--- src/rtl/eth_tx_arbiter_pkg.sv ---
// eth_tx_arbiter_pkg: state encoding and source-select constants for the transmit arbiter
package eth_tx_arbiter_pkg;
  typedef enum logic [1:0] {IDLE, FWD_A, FWD_B, GAP} arb_state_t;
  localparam logic SRC_A = 1'b0;
  localparam logic SRC_B = 1'b1;
endpackage

--- src/rtl/eth_tx_arbiter_counter.sv ---
// eth_tx_arbiter_counter: clearable wrapping event counter, clear wins over increment
module eth_tx_arbiter_counter #(
  parameter int width = 32
) (
  input  logic             clk,
  input  logic             resetn,
  input  logic             clear,
  input  logic             inc,
  output logic [width-1:0] count
);
  always_ff @(posedge clk or negedge resetn)
    if (!resetn) count <= '0;
    else if (clear) count <= '0;
    else if (inc) count <= count + width'(1);
endmodule

--- src/rtl/eth_tx_arbiter.sv ---
// eth_tx_arbiter: frame-atomic round-robin arbiter of two byte streams onto one TEMAC tx port
// ETH_TX_ARB_FRAME_COUNT_EN adds per-source completed-frame counters and the count_width parameter
module eth_tx_arbiter
  import eth_tx_arbiter_pkg::*;
#(
  parameter int ifg_width = 8
`ifdef ETH_TX_ARB_FRAME_COUNT_EN
  , parameter int count_width = 32
`endif
) (
  input  logic                 clk,
  input  logic                 resetn,
  input  logic                 enable,
  input  logic [ifg_width-1:0] ifg_cycles,
  input  logic [7:0]           s_axis_a_tdata,
  input  logic                 s_axis_a_tuser,
  input  logic                 s_axis_a_tlast,
  input  logic                 s_axis_a_tvalid,
  output logic                 s_axis_a_tready,
  input  logic [7:0]           s_axis_b_tdata,
  input  logic                 s_axis_b_tuser,
  input  logic                 s_axis_b_tlast,
  input  logic                 s_axis_b_tvalid,
  output logic                 s_axis_b_tready,
  output logic [7:0]           m_axis_tdata,
  output logic                 m_axis_tuser,
  output logic                 m_axis_tlast,
  output logic                 m_axis_tvalid,
  input  logic                 m_axis_tready,
`ifdef ETH_TX_ARB_FRAME_COUNT_EN
  output logic [count_width-1:0] frames_a,
  output logic [count_width-1:0] frames_b,
  input  logic                   clear_counters,
`endif
  output logic                 grant_a,
  output logic                 grant_b
);
  arb_state_t state;
  logic last_grant;
  logic [ifg_width-1:0] gap_cnt;
  logic req_a, req_b, eof_a, eof_b;
  assign req_a = enable & s_axis_a_tvalid;
  assign req_b = enable & s_axis_b_tvalid;
  assign grant_a = state == FWD_A;
  assign grant_b = state == FWD_B;
  assign eof_a = grant_a & s_axis_a_tvalid & m_axis_tready & s_axis_a_tlast;
  assign eof_b = grant_b & s_axis_b_tvalid & m_axis_tready & s_axis_b_tlast;
  always_ff @(posedge clk or negedge resetn)
    if (!resetn) begin
      state      <= IDLE;
      gap_cnt    <= '0;
      last_grant <= SRC_B;
    end else begin
      case (state)
        IDLE:
          if (req_a && (!req_b || last_grant == SRC_B)) state <= FWD_A;
          else if (req_b) state <= FWD_B;
        FWD_A, FWD_B:
          if (eof_a || eof_b) begin
            last_grant <= eof_b ? SRC_B : SRC_A;
            gap_cnt    <= ifg_cycles;
            state      <= ifg_cycles == '0 ? IDLE : GAP;
          end
        GAP: begin
          gap_cnt <= gap_cnt - ifg_width'(1);
          if (gap_cnt <= ifg_width'(1)) state <= IDLE;
        end
        default: state <= IDLE;
      endcase
    end
  always_comb begin
    s_axis_a_tready = grant_a & m_axis_tready;
    s_axis_b_tready = grant_b & m_axis_tready;
    m_axis_tvalid   = grant_a ? s_axis_a_tvalid : grant_b & s_axis_b_tvalid;
    m_axis_tdata    = grant_a ? s_axis_a_tdata : grant_b ? s_axis_b_tdata : 8'h00;
    m_axis_tuser    = grant_a ? s_axis_a_tuser : grant_b & s_axis_b_tuser;
    m_axis_tlast    = grant_a ? s_axis_a_tlast : grant_b & s_axis_b_tlast;
  end
`ifdef ETH_TX_ARB_FRAME_COUNT_EN
  eth_tx_arbiter_counter #(.width(count_width)) u_cnt_a (
    .clk(clk), .resetn(resetn), .clear(clear_counters), .inc(eof_a), .count(frames_a)
  );
  eth_tx_arbiter_counter #(.width(count_width)) u_cnt_b (
    .clk(clk), .resetn(resetn), .clear(clear_counters), .inc(eof_b), .count(frames_b)
  );
`endif
endmodule

--- config.mk ---
export PLATFORM = sky130hd
export DESIGN_NAME = eth_tx_arbiter
export DESIGN_NICKNAME = d
export VERILOG_FILES = /design/src/rtl/eth_tx_arbiter_pkg.sv /design/src/rtl/eth_tx_arbiter_counter.sv /design/src/rtl/eth_tx_arbiter.sv
export SDC_FILE = /design/constraint.sdc
export NUM_CORES = 1
export LEC_CHECK = 0
export ABC_CLOCK_PERIOD_IN_PS = 3200
export BUFFER_PORTS_ARGS = -buffer_cell sky130_fd_sc_hd__clkbuf_2
export CORE_ASPECT_RATIO = 0.9
export CORE_MARGIN = 4
export CORE_UTILIZATION = 45
export CTS_BUF_LIST = sky130_fd_sc_hd__clkbuf_8 sky130_fd_sc_hd__clkbuf_16
export CTS_CLUSTER_SIZE = 10
export DETAILED_ROUTE_END_ITERATION = 8
export PLACE_DENSITY_LB_ADDON = 0.1
export SYNTH_ARGS = -nofsm -noshare
export SYNTH_HDL_FRONTEND = slang
export SYNTH_SLANG_ARGS = --single-unit
--- constraint.sdc ---
create_clock -name clk -period 3.2 [get_ports clk]
set_input_delay 0.64 -clock clk [delete_from_list [all_inputs] [get_ports clk]]
set_output_delay 0.64 -clock clk [all_outputs]
set_load 0.01 [all_outputs]
==> results.py <==
metrics = {
    "timing": {
        "timing_hold_violations_final": 0,
        "min_period_ns": 2.64,
        "setup_viol": 0,
        "final_min_period_over_clock_period_pct": 82.4,
        "timing.fmax_ghz": 0.379,
        "finClkSkew_ns": 0.00434,
        "maxSlewHeadroom_pct": 62.3,
        "finalSetupTns_ns": 0,
        "tightestPinTransition_ns": 0.564,
        "layout_setup_ws_ns": 0.564,
        "report.final.slew_viol_count": 0,
        "grt_setup_unrepaired": "no",
    },
    "yosys": {
        "syn_area_per_cell_um2": 8.65,
        "synth_top_cell_area_share_pct": 24.7,
        "netlist_area_um2": 1010,
        "synth_nets": 158,
        "yosys_warning_count": 0,
        "share_of_synthesized_flip_flops_with_an_asynchronous_set_or_reset_pct": 100,
        "synth.ff_latch_count": 11,
        "synth_flop_cell": "dfrtp_1",
        "synth_top_cell_by_area": "dfrtp_1",
        "post_synth_main_area_contributors": "dfrtp_1 25%, a22o_1 8.7%, ha_1 8.7%",
        "synth_cell_type_count": 45,
        "post_synth_inst_count": 117,
        "synth_edf_count": 0,
        "part_of_the_yosys_area_used_for_sequential_elements_pct": 27.3,
    },
    "placed_design": {
        "gpl.final_weighted_congestion": 0.790,
        "place_hpwl_um": 2310,
        "post-place-cells": 185,
        "placement.setup.worst_slack_ns": 0.842,
        "numPortBuffers": 48,
    },
    "hold_path": {
        "holdCritPathClass": "primary input to async pin",
    },
    "floorplan": {
        "io_pins": 49,
        "initial_core_util_pct": 46.8,
        "placement_rows": 16,
        "die_w_um": 58.0,
        "dieArea_um2": 3070,
        "floorplan.core_area_um2": 2160,
        "die-height_um": 53.0,
    },
    "clocking": {
        "tritoncts": "done",
        "maximum_number_of_buffers_from_clock_root_to_sink": 2,
        "sinks_on_the_clock_net": 11,
        "root_buffer": "clkbuf_8",
        "cts_buffer_count": 3,
        "cts.clk_slew.worst_paths_ns": 0.05,
        "postCtsSetupBuffers": 0,
        "ctsResizeCount": 0,
        "postCtsHoldBufs": 0,
        "htree_depth": 1,
        "clk-insertion-delay-late_ns": 0.25,
    },
    "pwr": {
        "leakage_nw": 0.642,
        "power.density_cell_area_nw_per_um2": 1020,
        "p_total_mw": 1.33,
        "peakVddDrop_mv": 0.618,
    },
    "drt": {
        "route.final.wire_length_um": 2900,
        "post-route-drc-count": 0,
        "final_antenna_net_count": 0,
        "drt-vias-per-instance": 5.68,
        "detail_route.wl_per_cell_um": 15.4,
        "initialDrtViolationCount": 26,
        "drt_first_pass_iters": 4,
        "dr_total_vias": 1074,
    },
    "flow_run": {
        "max_cap_viol_count": 0,
    },
    "global_route": {
        "pin_count_of_the_biggest_net_entering_global_routing": 18,
        "globalRouteTotalUtil_pct": 21.0,
        "antenna_found_initial": 0,
        "global_route_wire_length_before_repair_um": 4910,
        "globalRoute.totalOverflow": 0,
        "grt_pass1_vias": 1079,
    },
    "cells_and_area": {
        "layout-area-overhead-vs-synth_pct": 28.4,
        "final_cell_count_no_fill": 189,
        "drive_gt1_share_pct": 35.8,
        "utilization_pct": 60.1,
        "nets": 204,
        "antenna_cells": 0,
    },
    "worst_setup_path": {
        "cp.arrival_ns": 2.00,
        "timing.reg2reg.worst_path_depth": 6,
        "crit_path_top_delay_cell": "nor2b_1",
        "cp-start-kind": "flop",
        "rr_endpoint": "state[1]$_DFFE_PN0P_",
        "path_cells": "inv_1 -> ha_1 -> nor2b_1 -> a22o_1 -> clkbuf_2",
        "critical_path_peak_fanout": 17,
        "cp.required_ns": 2.56,
        "r2r_path_start": "state[1]$_DFFE_PN0P_",
        "critPathCaptureType": "output port",
        "regToRegSetupSlack_ns": 0.97,
        "critical_path.max_stage_delay_ns": 0.53,
        "critical_path_class": "flop to output port",
    },
    "status": {
        "run_status": "complete, no violations",
    },
}
[sequential cells by signal (all words and copies together), names as in the netlist]
name and flops:
gap_cnt 8, state 2, last_grant 1
[report_power, final]
| part | leakage [nW] | switching, mW | internal (mW) | total (mW) |
|---|---|---|---|---|
| clock network | 0.0269 | 0.0563 | 0.0846 | 0.141 |
| registers | 0.126 | 0.0936 | 0.215 | 0.308 |
| logic | 0.489 | 0.492 | 0.388 | 0.880 |
| total | 0.642 | 0.642 | 0.687 | 1.33 |
[per-layer routing]
metal / vias up / GRT usage [%] / part of all wire [%]
li1: 535 / - / -
met4: 0 / 8.88 / 1.7
met3: 5 / 5.61 / 6.8
met1: 487 / 26.8 / 44
met2: 47 / 33.5 / 47
met5: - / 0 / 0
[cell families after synthesis]
group	synth area share, %
mux	3.21
fa+ha+maj	8.65
buf+inv	6.06
flops	27.3
compound gates	33.0
simple gates	21.8
[final cells by class]
cell class	count	area, um2
fillers	207	862
clock buffers	3	41.3
clock inverters	1	3.75
flip-flops and latches	11	277
repair buffers	48	240
inverters	8	30.0
multi-input cells	91	674
well taps	27	33.8
[critical path, delay by kind of cell (launching register included)]
family                   cells  cell delay (ns)
buffers and inverters        2             0.23
AND/OR/NAND/NOR              1             0.53
adder cells (fa/ha/maj)      1             0.38
AO/OA/AOI/OAI                1             0.23
flip-flops                   1             0.38
[how the worst max path moves through the flow]
stage	start	end	slack (ns)	depth (start not counted)
3_5_place_dp	state[1]$_DFFE_PN0P_	m_axis_tdata[2]	0.84	5
5_1_grt	state[1]$_DFFE_PN0P_	m_axis_tdata[7]	0.40	5
4_1_cts	state[1]$_DFFE_PN0P_	m_axis_tdata[2]	0.57	5
6_report	state[1]$_DFFE_PN0P_	m_axis_tdata[2]	0.56	5
2_1_floorplan	state[0]$_DFFE_PN0P_	m_axis_tdata[0]	1.21	5
3_3_place_gp	state[1]$_DFFE_PN0P_	m_axis_tdata[7]	0.95	5
[cells in the mapped netlist, types with 2 or more instances]
cell type  count
nor2_1         5
nand3_1        4
o211ai_1       2
mux2_1         2
o21ai_0        8
o21ai_1        4
clkbuf_1       3
a22o_1        10
ha_1           7
nor4_1         2
a2bb2oi_1      2
nor2b_1        3
nand2b_1       2
a21oi_1        6
dfrtp_1       10
nand2_1        7
inv_1          7
o32ai_1        2
and2_1         2
buf_2          4
[layout by cell type (no fill, tap or decap), drive strengths merged]
cell type  instances
o311ai             1
clkbuf            51
o221ai             1
o31ai              1
nor3               3
o211ai             2
nor2               5
o311a              1
a21o               1
nand2              7
o21ai             12
mux2i              1
a221o              1
and2               2
o22a               1
dfrtp             10
mux2               2
and4               2
ha                 7
a22o              10
nand4              1
a21oi              6
nand2b             2
nor2b              3
or2                1
a31oi              1
and3               1
o211a              1
inv                9
dfstp              1
a2bb2oi            2
o31a               1
a211o              1
nor3b              1
nor4               3
o41a               1
o32ai              2
nand3              4
[through the flow]
step	cell area, um2	hold slack, ns
2_1_floorplan	1010	0.344
3_3_place_gp	1250	0.530
3_5_place_dp	1250	0.542
4_1_cts	1300	0.277
5_1_grt	1300	0.284
6_report	1300	0.267
No activity file was read; power rests on OpenSTA's default activity.
